<file path="config.mk">
export PLATFORM = sky130hd
export DESIGN_NAME = calc_controller_flat
export DESIGN_NICKNAME = d
export VERILOG_FILES = /design/src/rtl/calc_if.sv /design/src/rtl/calc_controller.sv /design/src/flat_wrapper.sv
export SDC_FILE = /design/constraint.sdc
export NUM_CORES = 1
export LEC_CHECK = 0
export CORE_MARGIN = 3
export CORE_UTILIZATION = 60
export DETAILED_ROUTE_END_ITERATION = 7
export PLACE_DENSITY = 0.92
export SLEW_MARGIN = 20
export SYNTH_ARGS = -nofsm -noshare
export SYNTH_HDL_FRONTEND = slang
export SYNTH_SLANG_ARGS = --single-unit
</file>
<file path="constraint.sdc">
create_clock -name clk -period 12.09 [get_ports clk]
set_input_delay 3.627 -clock clk [delete_from_list [all_inputs] [get_ports clk]]
set_output_delay 3.627 -clock clk [all_outputs]
set_load 0.01 [all_outputs]
</file>
<file path="src/rtl/calc_if.sv">
// Bus bundle between the avalon-side host and calc_controller: start/status,
// SRAM read port and the result handshake.
interface calc_if;
    logic        start_calc;
    logic [15:0] pixel_data;
    logic [15:0] weight_data;
    logic [10:0] pixel_address;
    logic [10:0] weight_address;
    logic        rd_en;
    logic [16:0] result_output;
    logic [3:0]  output_address;
    logic        result_valid;
    logic        busy;
    logic        done_calc;

    modport slave (
        input  start_calc, pixel_data, weight_data,
        output pixel_address, weight_address, rd_en,
        result_output, output_address, result_valid, busy, done_calc
    );

    modport master (
        output start_calc, pixel_data, weight_data,
        input  pixel_address, weight_address, rd_en,
        result_output, output_address, result_valid, busy, done_calc
    );
endinterface

</file>
<file path="src/rtl/calc_controller.sv">
// Dot-product engine: streams pixel/weight SRAM, accumulates one neuron at a time and
// emits saturated 17-bit results. Define CALC_RELU_EN to clamp negative results to 0.
module calc_controller #(
    parameter int NUM_INPUTS  = 64,
    parameter int NUM_OUTPUTS = 10,
    parameter int ACC_W       = 24
) (
    input logic   clk,
    input logic   n_rst,
    calc_if.slave bus
);
    localparam int IN_W = $clog2(NUM_INPUTS);
    localparam logic [IN_W-1:0]         IN_LAST  = IN_W'(NUM_INPUTS - 1);
    localparam logic [3:0]              OUT_LAST = 4'(NUM_OUTPUTS - 1);
    localparam logic signed [ACC_W-1:0] SAT_MAX  = ACC_W'(65535);
    localparam logic signed [ACC_W-1:0] SAT_MIN  = ACC_W'(-65536);

    typedef enum logic [1:0] {IDLE, LOAD, DRAIN, STORE} state_t;

    state_t                   state_q, state_d;
    logic [IN_W-1:0]          in_idx_q, in_idx_d;
    logic [3:0]               out_idx_q, out_idx_d;
    logic signed [ACC_W-1:0]  acc_q, acc_d;
    logic                     rd_en_q, rd_en_d;
    logic                     rd_vld_q, rd_vld_d;
    logic [10:0]              pixel_address_q, pixel_address_d;
    logic [10:0]              weight_address_q, weight_address_d;
    logic [16:0]              result_q, result_d;
    logic [3:0]               out_addr_q, out_addr_d;
    logic                     result_valid_q, result_valid_d;
    logic                     busy_q, busy_d;
    logic                     done_q, done_d;

    logic signed [16:0]       px_s, wt_s, prod;
    logic signed [ACC_W-1:0]  prod_ext;
    logic [16:0]              sat_res;
    logic                     unused_hi;

    // Pixel is unsigned, weight signed; the product always fits in 17 signed bits.
    assign px_s      = {9'd0, bus.pixel_data[7:0]};
    assign wt_s      = {{9{bus.weight_data[7]}}, bus.weight_data[7:0]};
    assign prod      = px_s * wt_s;
    assign prod_ext  = ACC_W'(prod);
    assign unused_hi = ^{bus.pixel_data[15:8], bus.weight_data[15:8]};

    always_comb begin
        if (acc_q > SAT_MAX)      sat_res = 17'h0FFFF;
        else if (acc_q < SAT_MIN) sat_res = 17'h10000;
        else                      sat_res = acc_q[16:0];
`ifdef CALC_RELU_EN
        if (sat_res[16]) sat_res = '0;
`endif
    end

    always_comb begin
        state_d          = state_q;
        in_idx_d         = in_idx_q;
        out_idx_d        = out_idx_q;
        acc_d            = acc_q;
        rd_en_d          = rd_en_q;
        rd_vld_d         = rd_en_q;
        pixel_address_d  = pixel_address_q;
        weight_address_d = weight_address_q;
        result_d         = result_q;
        out_addr_d       = out_addr_q;
        result_valid_d   = 1'b0;
        busy_d           = busy_q;
        done_d           = done_q;

        // SRAM data lands one cycle after rd_en, tracked by rd_vld.
        if (rd_vld_q) acc_d = acc_q + prod_ext;

        case (state_q)
            IDLE: begin
                if (bus.start_calc) begin
                    state_d          = LOAD;
                    in_idx_d         = '0;
                    out_idx_d        = '0;
                    acc_d            = '0;
                    done_d           = 1'b0;
                    busy_d           = 1'b1;
                    rd_en_d          = 1'b1;
                    pixel_address_d  = '0;
                    weight_address_d = '0;
                end
            end
            LOAD: begin
                if (in_idx_q == IN_LAST) begin
                    state_d = DRAIN;
                    rd_en_d = 1'b0;
                end else begin
                    in_idx_d         = in_idx_q + 1'b1;
                    pixel_address_d  = pixel_address_q + 11'd1;
                    weight_address_d = weight_address_q + 11'd1;
                end
            end
            DRAIN: state_d = STORE;
            STORE: begin
                result_d       = sat_res;
                out_addr_d     = out_idx_q;
                result_valid_d = 1'b1;
                if (out_idx_q == OUT_LAST) begin
                    state_d = IDLE;
                    done_d  = 1'b1;
                    busy_d  = 1'b0;
                end else begin
                    // Weight rows are contiguous, so the next row starts one past the last read.
                    state_d          = LOAD;
                    out_idx_d        = out_idx_q + 4'd1;
                    in_idx_d         = '0;
                    acc_d            = '0;
                    rd_en_d          = 1'b1;
                    pixel_address_d  = '0;
                    weight_address_d = weight_address_q + 11'd1;
                end
            end
            default: state_d = IDLE;
        endcase
    end

    always_ff @(posedge clk or negedge n_rst) begin
        if (!n_rst) begin
            state_q          <= IDLE;
            in_idx_q         <= '0;
            out_idx_q        <= '0;
            acc_q            <= '0;
            rd_en_q          <= 1'b0;
            rd_vld_q         <= 1'b0;
            pixel_address_q  <= '0;
            weight_address_q <= '0;
            result_q         <= '0;
            out_addr_q       <= '0;
            result_valid_q   <= 1'b0;
            busy_q           <= 1'b0;
            done_q           <= 1'b0;
        end else begin
            state_q          <= state_d;
            in_idx_q         <= in_idx_d;
            out_idx_q        <= out_idx_d;
            acc_q            <= acc_d;
            rd_en_q          <= rd_en_d;
            rd_vld_q         <= rd_vld_d;
            pixel_address_q  <= pixel_address_d;
            weight_address_q <= weight_address_d;
            result_q         <= result_d;
            out_addr_q       <= out_addr_d;
            result_valid_q   <= result_valid_d;
            busy_q           <= busy_d;
            done_q           <= done_d;
        end
    end

    always_ff @(posedge clk) begin
        if (n_rst && rd_en_q)
            assert (int'(out_idx_q) * NUM_INPUTS + int'(in_idx_q) < 2048);
    end

    assign bus.rd_en          = rd_en_q;
    assign bus.pixel_address  = pixel_address_q;
    assign bus.weight_address = weight_address_q;
    assign bus.result_output  = result_q;
    assign bus.output_address = out_addr_q;
    assign bus.result_valid   = result_valid_q;
    assign bus.busy           = busy_q;
    assign bus.done_calc      = done_q;
endmodule

</file>
<file path="src/flat_wrapper.sv">
// flat-port wrapper written by rule: the top's interface ports become plain ports
module calc_controller_flat 
#(
    parameter int NUM_INPUTS  = 64,
    parameter int NUM_OUTPUTS = 10,
    parameter int ACC_W       = 24
)
  (clk, n_rst, bus_start_calc, bus_pixel_data, bus_weight_data, bus_pixel_address, bus_weight_address, bus_rd_en, bus_result_output, bus_output_address, bus_result_valid, bus_busy, bus_done_calc);
  calc_if bus_i ();
  input logic clk;
  input logic n_rst;
  input wire logic [$bits(bus_i.start_calc)-1:0] bus_start_calc;
  input wire logic [$bits(bus_i.pixel_data)-1:0] bus_pixel_data;
  input wire logic [$bits(bus_i.weight_data)-1:0] bus_weight_data;
  output wire logic [$bits(bus_i.pixel_address)-1:0] bus_pixel_address;
  output wire logic [$bits(bus_i.weight_address)-1:0] bus_weight_address;
  output wire logic [$bits(bus_i.rd_en)-1:0] bus_rd_en;
  output wire logic [$bits(bus_i.result_output)-1:0] bus_result_output;
  output wire logic [$bits(bus_i.output_address)-1:0] bus_output_address;
  output wire logic [$bits(bus_i.result_valid)-1:0] bus_result_valid;
  output wire logic [$bits(bus_i.busy)-1:0] bus_busy;
  output wire logic [$bits(bus_i.done_calc)-1:0] bus_done_calc;
  assign bus_i.start_calc = bus_start_calc;
  assign bus_i.pixel_data = bus_pixel_data;
  assign bus_i.weight_data = bus_weight_data;
  assign bus_pixel_address = bus_i.pixel_address;
  assign bus_weight_address = bus_i.weight_address;
  assign bus_rd_en = bus_i.rd_en;
  assign bus_result_output = bus_i.result_output;
  assign bus_output_address = bus_i.output_address;
  assign bus_result_valid = bus_i.result_valid;
  assign bus_busy = bus_i.busy;
  assign bus_done_calc = bus_i.done_calc;
  calc_controller #(.NUM_INPUTS(NUM_INPUTS), .NUM_OUTPUTS(NUM_OUTPUTS), .ACC_W(ACC_W)) u_core (.clk(clk), .n_rst(n_rst), .bus(bus_i));
endmodule
</file>
==> impl_metrics.json, run 1 <==
{
  "synth_area_leader_cell": "dfrtp_1",
  "nNetsFinal": 1009,
  "worst_ir_drop_vdd_mv": 0.2627,
  "root_buffer": "clkbuf_16",
  "holdBufCountCts": 0,
  "leakage_nw": 4.090,
  "cp_data_arrival_time_ns": 9.37,
  "yosys.cell_types.count": 57,
  "global_route_overflow": 0,
  "layout.filler_cells": 845,
  "layout.cells.most_common_list": "inv_1, ha_1, dfrtp_1, nand2_1, nor2_1",
  "crit_required_ns": 12.37,
  "final_layout_size_suffix_gt1_share_pct": 3.915,
  "cts_inserted_buffers": 9,
  "worst_slew_margin_rel_pct": 36.93,
  "routabilityCongestion": 0.8811,
  "synth.cell_area_um2": 7237,
  "intPower_mw": 1.183,
  "area.growth.synth_to_final_pct": 14.45,
  "drt-pass1-iter-count": 5,
  "post_synth.cell_area_avg_um2": 9.219,
  "h-tree-depth": 3,
  "post-dp-hpwl_mm": 12.19,
  "later_pin_clock_latency_in_the_skew_report_ns": 0.34,
  "post-route-period-util_pct": 75.19,
  "totalNegativeSetupSlack_ns": 0,
  "floorplan.die_area_um2": 13420,
  "synth_flop_cell": "dfrtp_1",
  "grt_max_degree": 85,
  "clk_path_buf_depth": 2,
  "layout_commonest_cell": "inv_1",
  "critPathKind": "in2reg",
  "hold_viol_final": 0,
  "number_of_pins_exceeding_their_max_slew_limit_in_the_final_report": 0,
  "cts.clk_slew.worst_paths_ns": 0.06,
  "max_cap_violations": 0,
  "final_core_utilization_pct": 71.32,
  "start_kind": "input pin",
  "rsz0062_at_grt": "false",
  "routed_wirelength_mm": 16.26,
  "cp-end-kind": "flop",
  "synth.area.top_cells": "dfrtp_1, ha_1, fa_1",
  "timing_worst_slew_pin_value_ns": 0.9426,
  "wire_per_inst_um": 16.49,
  "grtUsageTotal_pct": 25.76,
  "switching_share_pct": 47.50,
  "layout_min_cycle_time_ns": 9.090,
  "timing.fmax_ghz": 0.1100,
  "finalClockSkew_ns": 0.01195,
  "ys_ff_latch": 84,
  "numClockSinks": 84,
  "cts_tree": "built",
  "drt_iter0_drc": 484,
  "cp_max_fo": 13,
  "pwr_density_cell_nw_per_um2": 272.0,
  "initial_utilization_pct": 62.31,
  "p_seq_share_pct": 17.3,
  "synth_fp_nets": 956,
  "first_global_vias": 5859,
  "grt_first_pass_wirelength_mm": 27.67,
  "syn_inst": 785,
  "num_antenna_cells": 0,
  "synth.top_cell.area_share_pct": 29.05,
  "fp.dieW_um": 115.8,
  "finalSetupViolations": 0,
  "die_y_um": 115.8,
  "ant_nets": 0,
  "comb_power_share_pct": 70.4,
  "buffer_ports.inserted": 65,
  "remaining_drc_errors": 0,
  "num_vias": 5829,
  "core-area_um2": 11610,
  "power_mw": 2.253,
  "run_status": "finished, final reports clean",
  "synth_enable_flop_cells": 0,
  "power.net_switching_mw": 1.070,
  "avgViaCountPerCell": 5.912,
  "async_reset_ff_share_pct": 100.0,
  "worstHoldPathType": "reg2reg",
  "antenna_found_initial": 0,
  "synth_warnings": 0,
  "synth.yosys.seq_area_share_pct": 29.05,
  "post-cts-setup-buffer-count": 0,
  "relative_contribution_of_the_clock_network_to_total_power_pct": 12.3,
  "std_cell_rows": 39,
  "io_pins": 82,
  "post_cts_resized": 0
}
-- sequential cells by signal (all words and copies together), names as in the netlist, 2 cells and up --
signal	cells
u_core.in_idx_q	6
u_core.state_q	2
u_core.bus.result_output	17
u_core.bus.weight_address	11
u_core.bus.output_address	4
u_core.bus.pixel_address	11
u_core.acc_q	24
u_core.out_idx_q	4
-- through the flow --
step,instance area (um^2),hold slack (ns),worst slack [ns],cells
3_3_place_gp,7976,0.4275,2.812,970
6_report,8283,0.4359,3.000,986
3_5_place_dp,7980,0.4223,2.682,970
2_1_floorplan,7237,0.4291,3.996,785
4_1_cts,8279,0.4405,3.044,986
5_1_grt,8283,0.4468,2.706,986
-- final cells by class --
cell class | instances | area, um^2 | area share (%)
Sequential cell | 84 | 2102 | 25.38
Clock inverter | 7 | 73.82 | 0.8912
Multi-Input combinational cell | 579 | 4668 | 56.36
Tap cell | 143 | 178.9 | 2.160
Timing Repair Buffer | 68 | 674.4 | 8.142
Clock buffer | 9 | 225.2 | 2.719
Inverter | 96 | 360.3 | 4.350
-- power groups by stage --
stage | Clock [mW] | Sequential [mW] | Combinational [mW]
6_report | 0.276 | 0.390 | 1.59
5_1_grt | 0.293 | 0.397 | 1.81
3_3_place_gp | 0 | 0.393 | 1.47
2_1_floorplan | 0 | 0.378 | 1.24
3_5_place_dp | 0 | 0.394 | 1.57
4_1_cts | 0.279 | 0.389 | 1.58
-- kinds of logic (layout without fill, tap and decap cells) --
logic type	after synthesis	after routing	share of synthesized area [%]
adder cells (fa/ha/maj)	136	136	28.80
buffers and inverters	122	180	6.570
XOR/XNOR	28	28	3.389
flip-flops	84	84	29.05
multiplexers	19	19	2.714
AND/OR/NAND/NOR	267	267	18.62
AO/OA/AOI/OAI	129	129	10.86
-- cells in the mapped netlist (2+ instances only) --
master    count
buf_6         2
o211ai_1      3
xor2_1       16
inv_1        96
a21oi_1      31
o21ai_0      44
a211o_1       2
a211oi_1      3
o22ai_1      18
buf_2         2
a21o_1        8
nand2_1      73
or3_1         9
mux2_2        5
nor3b_1       3
nor2_1       67
and2_1       28
clkbuf_1     20
nand3b_1      8
and3_1        8
mux2i_1      14
a22o_1        3
fa_1         51
buf_1         2
nor4b_1       2
or4_1         2
or2_2         3
ha_1         85
nor3_1       13
a31oi_1       2
xnor2_1      12
nand4_1      15
nand2b_1     10
nor2b_1       4
o41ai_1       2
dfrtp_1      84
and4b_1       3
nand3_1      13
-- worst max-delay path: stages --
cell	delay, ns
clkdlybuf4s50_1	0.89
inv_1	0.30
fa_1	0.59
inv_1	0.06
fa_1	0.53
fa_1	0.45
fa_1	0.61
fa_1	0.44
ha_1	0.38
a21o_1	0.18
a21oi_1	0.35
a211oi_1	0.22
or4_1	0.54
nand4_1	0.09
nand3b_1	0.10
-- worst paths after layout --
check,slack [ns],cells after the start,start,endpoint
max,3.00,15,bus_weight_data[7],u_core.acc_q[23]
min,0.44,0,u_core.bus.rd_en,u_core.rd_vld_q
max reg2reg,7.10,16,u_core.acc_q[6],u_core.acc_q[23]
min reg2reg,0.44,0,u_core.bus.rd_en,u_core.rd_vld_q
max in group asynchronous,8.23,1,n_rst,u_core.bus.output_address[0]
min in group asynchronous,3.30,1,n_rst,u_core.bus.weight_address[4]
-- layer usage --
metal	routed length (um)	track usage, %
met1	6894	34.04
met2	8248	43.73
met3	672	4.178
met4	443	8.198
met5	0	0
No activity file was read; power rests on OpenSTA's default activity.
==> run 2, diff against run 1 <==
- CORE_UTILIZATION: 60 -> 52
- PLACE_DENSITY: 0.92 -> 0.86
- clock period: 12.09 -> 7.3 ns (I/O delays scaled with it)
==> run 2 against run 1 <==
  * Sequential share of layout area fell by 0.81 points
  * Clock skew shrank 0.0029 ns
  * Clock-buffer cell count is the same
  * Clock power up 51%
  * Wire length rose by 0.25%
  * Worst hold slack better by 0.041 ns
  * Sequential power is 67% higher
  * Non-clock buffer count up 33
  * First-iteration DRC count down 2.5%
  * Worst setup slack got worse by 2.8 ns
  * Register-to-register slack lost 4.8 ns
  * Die area grew 15%
  * Largest power group unchanged
==> impl_metrics.json, run 2 (synthesis results as in run 1) <==
{
  "routabilityCongestion": 0.8947,
  "worstHoldPathType": "reg2reg",
  "design_area_um2": 8557,
  "remaining_drc_errors": 0,
  "post-cts-setup-buffer-count": 0,
  "drt-pass1-iter-count": 6,
  "buffer_ports.inserted": 65,
  "finalClockSkew_ns": 0.009076,
  "worst_ir_drop_vdd_mv": 0.3741,
  "holdBufCountCts": 0,
  "post_cts_resized": 0,
  "cp-end-kind": "flop",
  "critPathKind": "in2reg",
  "wire_per_inst_um": 15.49,
  "ant_nets": 0,
  "root_buffer": "clkbuf_16",
  "max_cap_violations": 0,
  "crit_required_ns": 7.50,
  "layout_min_cycle_time_ns": 7.132,
  "detailed_place.area_um2": 8272,
  "first_global_vias": 6059,
  "run_status": "finished, final reports clean",
  "layout.cells.most_common_list": "inv_1, ha_1, dfrtp_1, nand2_1, nor2_1",
  "num_antenna_cells": 0,
  "worst_slew_margin_rel_pct": 40.04,
  "nNetsFinal": 1042,
  "numClockSinks": 84,
  "timing.hold.worst.start": "u_core.bus.rd_en",
  "number_of_pins_exceeding_their_max_slew_limit_in_the_final_report": 0,
  "start_kind": "input pin",
  "cp_max_fo": 8,
  "power_mw": 3.927,
  "layout.filler_cells": 1085,
  "r2r_start": "u_core.acc_q[6]",
  "core-area_um2": 13400,
  "initial_utilization_pct": 54.01,
  "finalSetupViolations": 0,
  "later_pin_clock_latency_in_the_skew_report_ns": 0.34,
  "h-tree-depth": 3,
  "grt_max_degree": 85,
  "clk_path_buf_depth": 2,
  "std_cell_rows": 42,
  "cts_tree": "built",
  "totalNegativeSetupSlack_ns": 0,
  "antenna_found_initial": 0,
  "area.growth.synth_to_final_pct": 18.24,
  "critPathLaunch": "bus_weight_data[1]",
  "grt_first_pass_wirelength_mm": 28.12,
  "avgViaCountPerCell": 5.643,
  "global_route_overflow": 0,
  "die_y_um": 124.0,
  "final_core_utilization_pct": 63.86,
  "num_vias": 5936,
  "registers.top_by_ff_count": "u_core.acc_q",
  "cts_inserted_buffers": 9,
  "post-route-period-util_pct": 97.70,
  "cp_data_arrival_time_ns": 7.34,
  "timing.fmax_ghz": 0.1402,
  "floorplan.die_area_um2": 15370,
  "io_pins": 82,
  "cts.clk_slew.worst_paths_ns": 0.06,
  "routed_wirelength_mm": 16.30,
  "post-dp-hpwl_mm": 12.63,
  "drt_iter0_drc": 472,
  "hold_viol_final": 0,
  "layout_commonest_cell": "inv_1",
  "pwr_density_cell_nw_per_um2": 458.9,
  "timing_worst_slew_pin_value_ns": 0.8960,
  "grtUsageTotal_pct": 22.72,
  "final_layout_size_suffix_gt1_share_pct": 7.534,
  "leakage_nw": 4.248,
  "largest_register_ff_count": 24,
  "fp.dieW_um": 124.0
}
==> run 2: cell count changes in the layout (fill, tap and decap cells not counted), sizes merged <==
cell,before,now
buf,4,37
bufinv,1,0
clkdlybuf4s50,64,63
dlymetal6s2s,0,1
inv,98,99
==> run 2: final timing paths <==
path	end	slack, ns	cells past startpoint
min	u_core.rd_vld_q	0.48	0
min in group asynchronous	u_core.bus.weight_address[8]	1.88	1
min reg2reg	u_core.rd_vld_q	0.48	0
max	u_core.acc_q[21]	0.17	18
max in group asynchronous	u_core.acc_q[22]	4.90	1
max reg2reg	u_core.acc_q[21]	2.31	17
==> run 2: layout make-up <==
type,count,area (um^2),area share [%]
tap,176,220.2,2.573
clock inverter,7,48.80,0.5703
multi-input combinational,579,4676,54.64
inverter,96,360.3,4.211
clock buffer,9,225.2,2.632
timing repair buffer,101,924.6,10.81
sequential,84,2102,24.57
==> run 2: power breakdown <==
| group | total, mW | switching, mW | internal (mW) | leakage [nW] |
|---|---|---|---|---|
| registers | 0.651 | 0.0798 | 0.572 | 1.05 |
| logic | 2.86 | 1.53 | 1.33 | 3.06 |
| clock network | 0.416 | 0.184 | 0.232 | 0.136 |
| total | 3.93 | 1.80 | 2.13 | 4.25 |
==> run 2: through the flow <==
step / instances / worst slack (ns) / hold WS, ns
finish: 1052 / 0.1680 / 0.4773
floorplan: 785 / 0.6429 / 0.4291
detailed placement: 1036 / -0.1045 / 0.4427
CTS: 1052 / 0.2019 / 0.4718
global placement: 1036 / 0.04444 / 0.4409
global route: 1052 / -0.01614 / 0.4838
==> run 2: per-layer routing <==
metal | global-route usage [%] | up-vias | wire (um)
li1 | - | 2824 | -
met1 | 30.01 | 2941 | 7039
met2 | 39.68 | 151 | 8481
met3 | 3.088 | 20 | 554
met4 | 5.544 | 0 | 224
met5 | 0 | - | 0
==> run 2: critical path, stage by stage <==
cell	delay, ns
clkdlybuf4s50_1	0.63
nand2_1	0.13
fa_1	0.52
inv_1	0.06
fa_1	0.51
inv_1	0.06
fa_1	0.49
inv_1	0.07
fa_1	0.44
fa_1	0.46
ha_1	0.34
buf_4	0.13
nand4b_1	0.24
a21oi_1	0.31
o21ai_0	0.15
buf_4	0.17
a311oi_1	0.33
nor3_1	0.10
